File: src/rtl/regfile_param.sv
// Parametrised 2-read/1-write register file with byte write mask, registered
// reads with valid strobes, optional write-to-read bypass, zero register and clear sweep.
module regfile_param #(
  parameter int WIDTH    = 32,
  parameter int ADDR_W   = 5,
  parameter int ZERO_REG = 1,
  parameter int BYPASS   = 1
) (
  input  logic                 Clk,
  input  logic                 RstN,
  input  logic                 WriteEn,
  input  logic [ADDR_W-1:0]    WriteAddr,
  input  logic [WIDTH/8-1:0]   WriteMask,
  input  logic [WIDTH-1:0]     In,
  input  logic                 ReadEnA,
  input  logic [ADDR_W-1:0]    ReadAddrA,
  input  logic                 ReadEnB,
  input  logic [ADDR_W-1:0]    ReadAddrB,
  input  logic                 ClearReq,
  output logic [WIDTH-1:0]     OutA,
  output logic [WIDTH-1:0]     OutB,
  output logic                 ValidA,
  output logic                 ValidB,
  output logic                 Busy
);

  localparam int DEPTH  = 2 ** ADDR_W;
  localparam int NBYTES = WIDTH / 8;

  typedef enum logic {
    IDLE,
    CLEAR
  } stateT;

  stateT             state;
  stateT             nextState;
  logic [ADDR_W-1:0] counter;
  logic [WIDTH-1:0]  mem [DEPTH];
  logic [WIDTH-1:0]  mergedWord;
  logic [WIDTH-1:0]  readWordA;
  logic [WIDTH-1:0]  readWordB;
  logic              writeDo;

  // Writes only land in IDLE; a zero mask or a write to a hardwired entry 0 is a no-op.
  assign writeDo = (state == IDLE) && WriteEn && (WriteMask != '0) &&
                   !((ZERO_REG != 0) && (WriteAddr == '0));

  assign Busy = (state == CLEAR);

  always_comb begin
    mergedWord = mem[WriteAddr];
    for (int i = 0; i < NBYTES; i++) begin
      if (WriteMask[i]) begin
        mergedWord[8*i +: 8] = In[8*i +: 8];
      end
    end
  end

  // Read selection: zero register beats bypass, bypass beats array contents.
  always_comb begin
    readWordA = mem[ReadAddrA];
    if ((ZERO_REG != 0) && (ReadAddrA == '0)) begin
      readWordA = '0;
    end else if ((BYPASS != 0) && writeDo && (ReadAddrA == WriteAddr)) begin
      readWordA = mergedWord;
    end
  end

  always_comb begin
    readWordB = mem[ReadAddrB];
    if ((ZERO_REG != 0) && (ReadAddrB == '0)) begin
      readWordB = '0;
    end else if ((BYPASS != 0) && writeDo && (ReadAddrB == WriteAddr)) begin
      readWordB = mergedWord;
    end
  end

  always_ff @(posedge Clk or negedge RstN) begin
    if (!RstN) begin
      state <= IDLE;
    end else begin
      state <= nextState;
    end
  end

  always_comb begin
    nextState = state;
    case (state)
      IDLE:    if (ClearReq) nextState = CLEAR;
      CLEAR:   if (counter == '1) nextState = IDLE;
      default: nextState = IDLE;
    endcase
  end

  // The counter wraps to 0 naturally on the final sweep edge.
  always_ff @(posedge Clk or negedge RstN) begin
    if (!RstN) begin
      counter <= '0;
    end else if (state == CLEAR) begin
      counter <= counter + 1'b1;
    end else begin
      counter <= '0;
    end
  end

  always_ff @(posedge Clk or negedge RstN) begin
    if (!RstN) begin
      for (int i = 0; i < DEPTH; i++) begin
        mem[i] <= '0;
      end
    end else if (state == CLEAR) begin
      mem[counter] <= '0;
    end else if (writeDo) begin
      mem[WriteAddr] <= mergedWord;
    end
  end

  always_ff @(posedge Clk or negedge RstN) begin
    if (!RstN) begin
      OutA   <= '0;
      OutB   <= '0;
      ValidA <= 1'b0;
      ValidB <= 1'b0;
    end else begin
      ValidA <= ReadEnA;
      ValidB <= ReadEnB;
      if (ReadEnA) OutA <= readWordA;
      if (ReadEnB) OutB <= readWordB;
    end
  end

endmodule
File: config.mk
export PLATFORM = sky130hd
export DESIGN_NAME = regfile_param
export DESIGN_NICKNAME = d
export VERILOG_FILES = /design/src/rtl/regfile_param.sv
export SDC_FILE = /design/constraint.sdc
export NUM_CORES = 2
export LEC_CHECK = 0
export BUFFER_PORTS_ARGS = -buffer_cell sky130_fd_sc_hd__buf_4
export CAP_MARGIN = 20
export CORE_ASPECT_RATIO = 1.5
export CORE_UTILIZATION = 50
export CTS_BUF_LIST = sky130_fd_sc_hd__clkbuf_16
export CTS_CLUSTER_SIZE = 8
export DETAILED_ROUTE_END_ITERATION = 8
export PLACE_DENSITY_LB_ADDON = 0.2
export SLEW_MARGIN = 15
export SYNTH_ARGS = -nofsm -noshare
export SYNTH_HDL_FRONTEND = slang
export SYNTH_SLANG_ARGS = --single-unit
File: constraint.sdc
create_clock -name Clk -period 2.05 [get_ports Clk]
set_input_delay 0.1025 -clock Clk [delete_from_list [all_inputs] [get_ports Clk]]
set_output_delay 0.1025 -clock Clk [all_outputs]
set_load 0.005 [all_outputs]
==> impl_results.md <==
* Final Util at 0.6667
* Num CTS Buffers at 155
* Core region area at ~130000 µm²
* Synth Flop Type: dfrtp_1
* Initial DRC count at 8716
* Crit path required time at about 2.8 ns
* Sequential power share at 0.382
* Outcome: finished with violations
* CP endpoint kind: flip-flop
* Bufs on Longest Clock Path at 3
* PD cells at 703.9 nW/µm²
* Reg-to-Reg Start: counter[1]
* Crit path max-delay family: compound AO/OA/AOI/OAI gates
* Tot Pwr at 59.56 mW
* CP startpoint kind: flip-flop
* Setup slack after placement at -0.5500 ns
* Setup CP Type: reg2reg
* Number of warnings issued by yosys at 0
* RR Endpoint: mem[634]
* Gr usage total at 0.4919
* Syn_area_per_cell at 14.09 µm²
* Via count of the first global-routing pass at about 59000
* Die span in x at approximately 290 µm
* Combinational share of power at 0.220
* Fraction of registers with async set/reset at 1.000
* Gr busiest metal: met2
* Violated checks: setup timing
* R2R depth at 7
* Slew @ Worst Pin at 1.003 ns
* Cell Area, Synth at 64110 µm²
* Final period utilization at 1.129
* Final ANT Viol Nets at 0
* Fmax at about 430 MHz
* Via count at about 59000
* Distinct cells, synth at 61
* Worst vdd rail ir drop at ~0.93 mV
* Largest net degree at the start of global routing at 127
* Worst path depth at 7
* Setup WS post-layout at -0.2646 ns
* Met3 GRT Util at 0.2257
* Slew Viols, Final at 0
* Insertion delay to the later sink of the worst-skew pair at about 0.82 ns
* RSZ-0062 raised after global routing: yes
* Register area share after synthesis at 0.4278
* CP max stage delay at a little under 0.8 ns
* Final setup vio count at about 900
* Met1 usage at 0.5714
* Area Growth Syn to Fin at 32.00%
* Clock power share at 0.398
* Synthesis-stage register bit count at roughly 1100
* Clock root buffer master: clkbuf_16
* Met2 GRT Util at 0.6756
* Worst-path clk slew at 0.05 ns
* P_int at approximately 41 mW
* Crit. Startpoint: counter[1]
* Vias per inst at just over 8
* Grt total ovfl at 0
* DP Area at between 70000 and 80000 µm²
* Setup Skew at about 0.028 ns
* FF-to-FF setup slack at -0.26 ns
* Htree depth at 4
* I/O pins at ~120
* Min-delay worst type: in2reg
* Die Ht at between 400 and 500 µm
* GP Congestion at between 0.9 and 1
* Sequence of cells on the critical path: inv_2 > ha_1 > and2_4 > buf_4 > a21oi_4 > clkbuf_16 > a22o_1
* Wire per inst at approximately 44 µm
* Switching Power at ~19 mW
* Rows at 160
* Relative slew slack at 0.3298
* Total wire length at around 320000 µm
* CTS tree: built
* Drt drc at 0
* Fin nets at around 5700
* Design area at around 85000 µm²
* Initial antenna violation count at 27
* Worst Path Buf+Inv at 3
* Post-synthesis cell count at 4551
* Sw Share at 0.3118
* Max-cap viol count at 0
* Die area at ~130000 µm²
* Max Fanout on Critical Path at 7
* CP Capture Point: mem[634]
* Syn_nets at roughly 4600
* Final hold vios at 0
* Crit path max-delay cell type: a21oi_4
* Fillcell total at roughly 9000
* First-pass GRT wire length at between 400000 and 500000 µm
* Number of synthesized flops with an enable pin at 0
* Clock sink total at 1096
* Arrival time worst endpoint at between 3 and 4 ns
* IO Port Bufs at around 120
* DR pass1 iterations at 7
* Post-DP HPWL at about 200000 µm
* Lkg Pwr at approximately 38 nW
* Starting Density at 0.5051
* Share of post-route cells with drive strength above 1 at 0.4532
* Post-layout min period at roughly 2.3 ns
## what timing repair did
action / in CTS / in global routing
hold buffers: 26 / 1
setup endpoints to repair: 989 / 1125
pin swaps: 57 / 74
hold endpoints to repair: 1272 / 5
cloned: 34 / 25
setup buffers: 51 / 46
resized for setup: 186 / 126
## cells in the mapped netlist, types with 11 or more instances
master | count | area share
buf_1 | 36 | 0.0021
a222oi_1 | 11 | 0.0017
clkbuf_1 | 275 | 0.016
nor2b_1 | 75 | 0.0073
buf_4 | 34 | 0.0040
inv_1 | 39 | 0.0023
a22oi_1 | 114 | 0.013
and2_1 | 53 | 0.0052
a211oi_1 | 28 | 0.0033
nand3_1 | 11 | 0.00086
nor2_1 | 65 | 0.0038
a221oi_1 | 59 | 0.0081
a21oi_1 | 49 | 0.0038
a22o_1 | 976 | 0.13
o22a_1 | 11 | 0.0015
mux2i_1 | 313 | 0.049
a32o_1 | 33 | 0.0052
buf_6 | 13 | 0.0023
o221ai_1 | 13 | 0.0018
a221o_1 | 54 | 0.0084
nand2_1 | 35 | 0.0020
o22ai_1 | 18 | 0.0018
a32oi_2 | 18 | 0.0046
nor3_1 | 21 | 0.0016
mux4_2 | 711 | 0.25
buf_2 | 236 | 0.018
dfrtp_1 | 1096 | 0.43
mux2_2 | 30 | 0.0053
## layout by cell type (no fill, tap or decap), drive strengths merged, types with 10 or more instances in the layout
| cell type | n |
|---|---|
| mux2i | 313 |
| inv | 49 |
| a32oi | 27 |
| nor2b | 75 |
| clkbuf | 180 |
| buf | 1426 |
| a22oi | 114 |
| o221ai | 13 |
| dfrtp | 1096 |
| a211oi | 28 |
| o22a | 11 |
| a22o | 976 |
| a221oi | 59 |
| diode | 33 |
| dlygate4sd3 | 27 |
| a222oi | 11 |
| nor2 | 65 |
| and2 | 53 |
| a221o | 54 |
| mux4 | 711 |
| mux2 | 30 |
| nand3 | 12 |
| o22ai | 18 |
| nor3 | 22 |
| a21oi | 49 |
| a21o | 10 |
| a32o | 33 |
| nand2 | 35 |
## registers in the layout, summed over array words and instances (netlist names)
| register | count |
|---|---|
| mem | 1024 |
| OutA | 32 |
| OutB | 32 |
| counter | 5 |
| Busy | 1 |
| ValidA | 1 |
| ValidB | 1 |
## kinds of logic after synthesis
family,after synthesis,synth area share
multiplexers,1054,0.3039
AND/OR/NAND/NOR,312,0.02682
adder cells (fa/ha/maj),5,0.0009758
AO/OA/AOI/OAI,1438,0.1936
buffers and inverters,634,0.04524
flip-flops,1096,0.4278
XOR/XNOR,12,0.001639
## per-layer routing
| layer | share of wire | up-vias |
|---|---|---|
| met5 | 0.0017 | - |
| li1 | - | 21000 |
| met4 | 0.11 | 28 |
| met3 | 0.16 | 1983 |
| met2 | 0.41 | 6130 |
| met1 | 0.31 | 29920 |
## area by class of cell
| class | count | area (µm²) | share of cell area |
|---|---|---|---|
| timing repair buffer | 1474 | 15500 | 0.1831 |
| tap | 1701 | 2128 | 0.02515 |
| sequential | 1096 | 27430 | 0.3241 |
| clock inverter | 14 | 190.2 | 0.002247 |
| multi-input combinational | 2821 | 35170 | 0.4156 |
| clock buffer | 159 | 3979 | 0.04702 |
| antenna | 33 | 82.58 | 0.0009758 |
| inverter | 40 | 150.1 | 0.001774 |
## per-stage QoR
stage / std cells / hold WS, ns / setup TNS (ns)
floorplan: 4551 / -0.1931 / -1.811
global placement: 6960 / -0.03934 / -417.77
detailed placement: 6960 / -0.03931 / -433.33
CTS: 7239 / 0.001805 / -25.53
global route: 7315 / 0.01457 / -94.07
finish: 7338 / 0.01243 / -67.80
## how the worst min path moves through the flow
stage | start | cells past startpoint | slack (ns) | end
global route | WriteMask[0] | 5 | 0.01 | OutB[3]
finish | In[20] | 5 | 0.01 | mem[980]
global placement | RstN | 1 | -0.04 | mem[936]
floorplan | RstN | 0 | -0.19 | Busy
CTS | RstN | 3 | 0.002 | mem[673]
detailed placement | RstN | 1 | -0.04 | mem[904]
## power by group through the flow
| stage | clock network (mW) | registers, mW | logic [mW] |
|---|---|---|---|
| 3_3_place_gp | 0 | 23.0 | 11.1 |
| 4_1_cts | 23.6 | 22.7 | 12.0 |
| 3_5_place_dp | 0 | 23.1 | 11.3 |
| 5_1_grt | 24.5 | 22.8 | 13.1 |
| 6_report | 23.7 | 22.8 | 13.1 |
| 2_1_floorplan | 0 | 22.9 | 4.59 |
## worst min-delay path: stages
cell     delay [ns]
buf_4          0.11
inv_1          0.11
a32oi_4        0.14
buf_6          0.17
a22o_1         0.17
(Power assumes the default switching activity.)
